### src/rtl/mem_pkg.sv
// Shared definitions for the mem_sync block: FSM state encoding and default
// geometry (8-bit words, 32-word depth).
package mem_pkg;

  localparam int unsigned DWIDTH_DEF = 8;
  localparam int unsigned AWIDTH_DEF = 5;

  // CLEAR zero-fills the array after reset; READY serves reads and writes.
  typedef enum logic {
    CLEAR = 1'b0,
    READY = 1'b1
  } state_t;

endpackage : mem_pkg

### src/rtl/mem_sync_if.sv
// Request/response bundle between a requester (master) and mem_sync (slave).
//   read, write : request strobes, sampled on each rising clock edge
//   addr, wdata : word address and write data
//   rdata       : registered read data, held while rvalid is low
//   rvalid      : one-cycle pulse marking new rdata
//   busy        : high while the post-reset clear runs
//   err         : one-cycle pulse flagging a rejected or conflicting request
interface mem_sync_if
  import mem_pkg::*;
#(
  parameter int unsigned DWIDTH = DWIDTH_DEF,
  parameter int unsigned AWIDTH = AWIDTH_DEF
);

  logic              read;
  logic              write;
  logic [AWIDTH-1:0] addr;
  logic [DWIDTH-1:0] wdata;
  logic [DWIDTH-1:0] rdata;
  logic              rvalid;
  logic              busy;
  logic              err;

  modport master (
    output read, write, addr, wdata,
    input  rdata, rvalid, busy, err
  );

  modport slave (
    input  read, write, addr, wdata,
    output rdata, rvalid, busy, err
  );

endinterface : mem_sync_if

### src/rtl/mem_sync_array.sv
// Word storage for mem_sync: one write port and one synchronous read port.
// The read register resets to zero and holds its value when i_re is low.
// Ports:
//   clk, reset : clock and synchronous active-high reset (read register only)
//   i_we, i_waddr, i_wdata : write port
//   i_re, i_raddr          : read request; data appears on o_rdata after the edge
//   o_rdata                : registered read data
module mem_sync_array
  import mem_pkg::*;
#(
  parameter int unsigned DWIDTH = DWIDTH_DEF,
  parameter int unsigned AWIDTH = AWIDTH_DEF
) (
  input  logic              clk,
  input  logic              reset,
  input  logic              i_we,
  input  logic [AWIDTH-1:0] i_waddr,
  input  logic [DWIDTH-1:0] i_wdata,
  input  logic              i_re,
  input  logic [AWIDTH-1:0] i_raddr,
  output logic [DWIDTH-1:0] o_rdata
);

  localparam int unsigned DEPTH = 1 << AWIDTH;

  logic [DWIDTH-1:0] r_mem [DEPTH];
  logic [DWIDTH-1:0] r_rdata;

  // Storage is not reset; the controller zero-fills it through the write port.
  always_ff @(posedge clk) begin
    if (i_we) begin
      r_mem[i_waddr] <= i_wdata;
    end
  end

  // Synchronous read register.
  always_ff @(posedge clk) begin
    if (reset) begin
      r_rdata <= '0;
    end else if (i_re) begin
      r_rdata <= r_mem[i_raddr];
    end
  end

  assign o_rdata = r_rdata;

endmodule : mem_sync_array

### src/rtl/mem_sync.sv
// Synchronous single-port memory with a post-reset zero-fill sequence.
// After reset the controller spends DEPTH cycles writing zero to every word
// (busy high, requests rejected with err), then serves one read or write per
// cycle with a read latency of one clock.
// Ports:
//   clk   : single clock, all state updates on the rising edge
//   reset : synchronous active-high reset; restarts the clear sequence
//   bus   : mem_sync_if slave (read, write, addr, wdata / rdata, rvalid, busy, err)
module mem_sync
  import mem_pkg::*;
#(
  parameter int unsigned DWIDTH = DWIDTH_DEF,
  parameter int unsigned AWIDTH = AWIDTH_DEF
) (
  input  logic       clk,
  input  logic       reset,
  mem_sync_if.slave  bus
);

  localparam int unsigned       DEPTH     = 1 << AWIDTH;
  localparam logic [AWIDTH-1:0] LAST_ADDR = AWIDTH'(DEPTH - 1);

  state_t            r_state;
  state_t            w_state_nxt;
  logic [AWIDTH-1:0] r_clr_cnt;
  logic [AWIDTH-1:0] w_clr_cnt_nxt;
  logic              r_rvalid;
  logic              r_err;
  logic              r_busy;

  logic              w_we;
  logic [AWIDTH-1:0] w_waddr;
  logic [DWIDTH-1:0] w_wdata;
  logic              w_re;
  logic              w_err_nxt;
  logic [DWIDTH-1:0] w_rdata;

  // State, counter and flag registers; reset cancels pending rvalid/err.
  always_ff @(posedge clk) begin
    if (reset) begin
      r_state   <= CLEAR;
      r_clr_cnt <= '0;
      r_rvalid  <= 1'b0;
      r_err     <= 1'b0;
      r_busy    <= 1'b1;
    end else begin
      r_state   <= w_state_nxt;
      r_clr_cnt <= w_clr_cnt_nxt;
      r_rvalid  <= w_re;
      r_err     <= w_err_nxt;
      r_busy    <= (w_state_nxt == CLEAR);
    end
  end

  // Next-state, array port steering and error detection.
  always_comb begin
    w_state_nxt   = r_state;
    w_clr_cnt_nxt = r_clr_cnt;
    w_we          = 1'b0;
    w_waddr       = bus.addr;
    w_wdata       = bus.wdata;
    w_re          = 1'b0;
    w_err_nxt     = 1'b0;

    case (r_state)
      CLEAR: begin
        w_we      = 1'b1;
        w_waddr   = r_clr_cnt;
        w_wdata   = '0;
        w_err_nxt = bus.read | bus.write;
        // Counter parks on the last word rather than wrapping.
        if (r_clr_cnt == LAST_ADDR) begin
          w_state_nxt = READY;
        end else begin
          w_clr_cnt_nxt = r_clr_cnt + AWIDTH'(1);
        end
      end
      READY: begin
        // A simultaneous read is dropped in favour of the write.
        w_we      = bus.write;
        w_re      = bus.read & ~bus.write;
        w_err_nxt = bus.read & bus.write;
      end
      default: begin
        w_state_nxt = CLEAR;
      end
    endcase
  end

  // Reset blocks any array access on the edge it is sampled.
  mem_sync_array #(
    .DWIDTH (DWIDTH),
    .AWIDTH (AWIDTH)
  ) u_array (
    .clk     (clk),
    .reset   (reset),
    .i_we    (w_we & ~reset),
    .i_waddr (w_waddr),
    .i_wdata (w_wdata),
    .i_re    (w_re & ~reset),
    .i_raddr (bus.addr),
    .o_rdata (w_rdata)
  );

  assign bus.rdata  = w_rdata;
  assign bus.rvalid = r_rvalid;
  assign bus.busy   = r_busy;
  assign bus.err    = r_err;

endmodule : mem_sync

### src/flat_wrapper.sv
// flat-port wrapper written by rule: the top's interface ports become plain ports
module mem_sync_flat import mem_pkg::*;
#(
  parameter int unsigned DWIDTH = DWIDTH_DEF,
  parameter int unsigned AWIDTH = AWIDTH_DEF
)
  (clk, reset, bus_read, bus_write, bus_addr, bus_wdata, bus_rdata, bus_rvalid, bus_busy, bus_err);
  mem_sync_if #(.DWIDTH(DWIDTH), .AWIDTH(AWIDTH)) bus_i ();
  input  logic clk;
  input  logic reset;
  input wire logic [$bits(bus_i.read)-1:0] bus_read;
  input wire logic [$bits(bus_i.write)-1:0] bus_write;
  input wire logic [$bits(bus_i.addr)-1:0] bus_addr;
  input wire logic [$bits(bus_i.wdata)-1:0] bus_wdata;
  output wire logic [$bits(bus_i.rdata)-1:0] bus_rdata;
  output wire logic [$bits(bus_i.rvalid)-1:0] bus_rvalid;
  output wire logic [$bits(bus_i.busy)-1:0] bus_busy;
  output wire logic [$bits(bus_i.err)-1:0] bus_err;
  assign bus_i.read = bus_read;
  assign bus_i.write = bus_write;
  assign bus_i.addr = bus_addr;
  assign bus_i.wdata = bus_wdata;
  assign bus_rdata = bus_i.rdata;
  assign bus_rvalid = bus_i.rvalid;
  assign bus_busy = bus_i.busy;
  assign bus_err = bus_i.err;
  mem_sync #(.DWIDTH(DWIDTH), .AWIDTH(AWIDTH)) u_core (.clk(clk), .reset(reset), .bus(bus_i));
endmodule
### config.mk
export PLATFORM = sky130hd
export DESIGN_NAME = mem_sync_flat
export DESIGN_NICKNAME = d
export VERILOG_FILES = /design/src/rtl/mem_pkg.sv /design/src/rtl/mem_sync_if.sv /design/src/rtl/mem_sync_array.sv /design/src/rtl/mem_sync.sv /design/src/flat_wrapper.sv
export SDC_FILE = /design/constraint.sdc
export NUM_CORES = 1
export LEC_CHECK = 0
export CAP_MARGIN = 10
export CORE_ASPECT_RATIO = 1.75
export CORE_UTILIZATION = 45
export DETAILED_ROUTE_END_ITERATION = 8
export GPL_TIMING_DRIVEN = 0
export HOLD_SLACK_MARGIN = 0.02
export PLACE_DENSITY = 0.65
export SYNTH_ARGS = -nofsm -noshare
export SYNTH_HDL_FRONTEND = slang
export SYNTH_SLANG_ARGS = --single-unit
### constraint.sdc
create_clock -name clk -period 3.4 [get_ports clk]
set_input_delay 0.68 -clock clk [delete_from_list [all_inputs] [get_ports clk]]
set_output_delay 0.68 -clock clk [all_outputs]
set_load 0.01 [all_outputs]
==> results by group <==
Run
  • Maxcap violations: 0

Clock tree
  • # Post-CTS Setup Buffers: 0
  • CTS tree: done
  • Worst-Skew Late Latency: between 0.5 and 0.6 ns
  • Clk root buf: clkbuf_16
  • Num CTS Buffers: 23
  • CTS clk-pin slew, worst paths: 0.07 ns
  • Clk buf depth: 3
  • Post_cts resized: 0
  • H-tree Lvls: 1
  • Clock sink count: 273
  • Hold buffer count at CTS: 0

Power
  • Internal power: about 5 mW
  • Leakage: 4.163 nW
  • Worst VDD drop: ~450 µV
  • Clk pwr share: between 30% and 40%
  • Net Sw Power: around 1.3 mW
  • Switching Fraction: about a fifth
  • Power, Total: about 6.5 mW
  • PwrDens: ~520 nW/µm²
  • Seq pwr share: between 50% and 60%
  • Logic pwr share: 5.1%

Timing
  • Final Max Tran Viols: 0
  • Fin crit period: around 2.9 ns
  • Final Skew: 0.006218 ns
  • Final Hold Fails: 0
  • Fmax achieved: 339.8 MHz
  • RSZ-0062 raised after global routing: false
  • Least-Margin Pin Slew: 1.312 ns
  • Fin Hold WS: 0.5410 ns
  • Worst Setup Slack, final: approximately 0.46 ns
  • Slew margin rel.: 12.56%
  • Period utilisation layout: between 80 and 90%
  • Final Setup Violations: 0
  • Post-Route Setup TNS: 0 ns

Logic synthesis
  • Yosys top cell by area: edfxtp_1
  • Largest cells by area after synthesis: edfxtp_1 70%, mux2i_1 12%, a22oi_1 4.4%
  • Net Count, Synth: ~680
  • Most common cell in the netlist: edfxtp_1
  • Ys Warns: 0
  • Post-synth top cells: 256 x edfxtp_1, 130 x mux2i_1, 64 x a22oi_1, 49 x nor2_1, 35 x a21oi_1
  • Top_reg_cell synth: edfxtp_1
  • Synth Instances: about 670
  • Post-synth EDFFs: ~260
  • Async SR Flop Fraction: 0%
  • Synth Area per Inst: 16.43 µm²
  • Mapped Area: ~11000 µm²
  • Sequential element share of the synthesized area: roughly three quarters
  • Yosys cell types: 31
  • Top-area cell type share of the netlist area: between 70% and 80%
  • Yosys reg bits: ~270

Finish
  • Layout Nets: 740
  • Non-Filler Instances: about 1000
  • Final instance area: about 12000 µm²
  • Final Util: about half
  • N_diodes: 0
  • Area grow syn2layout: 13.56%
  • Layout filler cell count: 1965
  • Share of post-route cells with drive strength above 1: 8.424%

Outcome
  • Status: completed

GRT
  • Vias in the first global route: 6387
  • First-pass GRT wire length: between 40 and 50 mm
  • Initial antenna violation count: 0
  • Largest net degree at the start of global routing: 33
  • Global Route Usage Sum: 22.76%
  • GRT overflow: 0

Min path
  • Hold Path Class: reg2reg

Route
  • Post-Route WL: roughly 28 mm
  • First-iteration detailed-routing DRC count: ~470
  • 1st-pass router iterations: 7
  • Post-DR wirelength/cell: between 20 and 30 µm
  • Via count: between 6000 and 7000
  • Via/cell ratio: around 5.9
  • Post-route ant nets: 0
  • Drt drc: 0

Die
  • Die W: ~120 µm
  • Ports: 28
  • DIE AREA: between 20000 and 25000 µm²
  • Starting Density: a little under half
  • Die Y-Extent: roughly 210 µm
  • # rows: 75
  • Core ar.: 23930 µm²

Setup path
  • Setup crit end kind: flip-flop
  • Crit-path max FO: 10
  • Arr. time, crit path: between 3 and 4 ns
  • CP required: around 3.8 ns
  • Startpoint Class: primary input
  • Setup CP Type: in2reg

Placement
  • Setup WS pre-CTS: -0.08746 ns
  • Final GP Congestion: a little over 0.9
  • Dpl cell area: roughly 12000 µm²
  • Port-buffer cells: 25
  • Post-DP HPWL: 18.74 mm
  • # placed instances: 1001
-- cell families after synthesis --
| group | Yosys count | synth area share, % |
|---|---|---|
| DFF | 273 | 73.48 |
| AOI/OAI and AO/OA | 115 | 7.421 |
| muxes | 131 | 12.01 |
| buffers and inverters | 44 | 2.485 |
| xor gates and xnor gates | 3 | 0.2405 |
| adders and majority gates | 2 | 0.2290 |
| and+or+nand+nor | 97 | 4.134 |
-- flip-flops by register name, indices dropped and copies added (netlist names) --
name / count
u_core.bus.busy: 1
u_core.bus.err: 1
u_core.bus.rvalid: 1
u_core.r_clr_cnt: 5
u_core.r_state: 1
u_core.u_array.o_rdata: 8
u_core.u_array.r_mem: 256
-- critical path, stage by stage --
cell and delay, ns:
clkdlybuf4s50_1 0.55, nor2b_1 0.20, clkbuf_1 0.16, clkbuf_1 0.32
a22oi_1 0.51, a21oi_1 0.13, or4_1 0.59, a211oi_2 0.23
-- path summary, 6_finish.rpt --
check / startpoint / end / slack [ns] / cells past startpoint
worst max-delay path: bus_addr[2] / u_core.u_array.o_rdata[2]$_SDFFE_PP0P_ / 0.46 / 8
worst min-delay path: u_core.u_array.o_rdata[5]$_SDFFE_PP0P_ / u_core.u_array.o_rdata[5]$_SDFFE_PP0P_ / 0.54 / 2
worst max register to register: u_core.r_state$_SDFF_PP0_ / u_core.u_array.r_mem[27][4]$_DFFE_PP_ / 0.66 / 6
worst min register to register: u_core.u_array.o_rdata[5]$_SDFFE_PP0P_ / u_core.u_array.o_rdata[5]$_SDFFE_PP0P_ / 0.54 / 2
-- cells in the final DEF (no fill, tap or decap) --
cell type,n
inv_1,5
buf_6,6
and3_1,1
nand2b_1,2
clkinv_2,3
o21ai_0,4
nand3_1,1
mux2_2,1
buf_8,3
nor2b_1,4
buf_16,5
or2_2,2
o32ai_1,4
clkbuf_16,23
ha_1,2
bufinv_16,1
nand3b_1,1
clkbuf_8,2
clkinvlp_4,1
a21oi_1,35
clkbuf_1,27
and2_1,9
and3b_1,1
nand4_1,1
mux2i_1,130
nor2_1,49
buf_12,1
buf_4,3
clkinv_1,5
edfxtp_1,256
nand2_1,18
a211oi_2,8
clkbuf_4,3
or4_1,8
xnor2_1,3
clkdlybuf4s50_1,25
dfxtp_1,17
a22oi_1,64
buf_1,2
-- power by group through the flow --
| stage | sequential (mW) | clock [mW] | combinational [mW] |
|---|---|---|---|
| after floorplan | 3.72 | 0 | 0.201 |
| after global placement | 3.72 | 0 | 0.323 |
| after detailed placement | 3.73 | 0 | 0.327 |
| after CTS | 3.65 | 2.52 | 0.329 |
| after global routing | 3.65 | 2.65 | 0.346 |
| final | 3.65 | 2.49 | 0.330 |
-- cell type report --
type / instances / area, µm² / share of cell area, %
repair buffers: 31 / 402.9 / 3.247
clock buffers: 30 / 621.8 / 5.012
inverters: 5 / 18.77 / 0.1513
multi-input cells: 348 / 2626 / 21.17
flip-flops and latches: 273 / 8028 / 64.70
well taps: 308 / 385.4 / 3.106
clock inverters: 10 / 71.32 / 0.5748
plain buffers: 39 / 252.7 / 2.037
-- per-layer routing --
metal | vias to the layer above | track usage [%] | share of wire (%)
met5 | - | 0 | 0
met4 | 0 | 14.05 | 5.7
met3 | 70 | 2.522 | 5.4
met2 | 262 | 40.84 | 53
met1 | 3088 | 25.48 | 35
li1 | 2701 | - | -
Note: power is estimated with default switching activity, not from simulation.
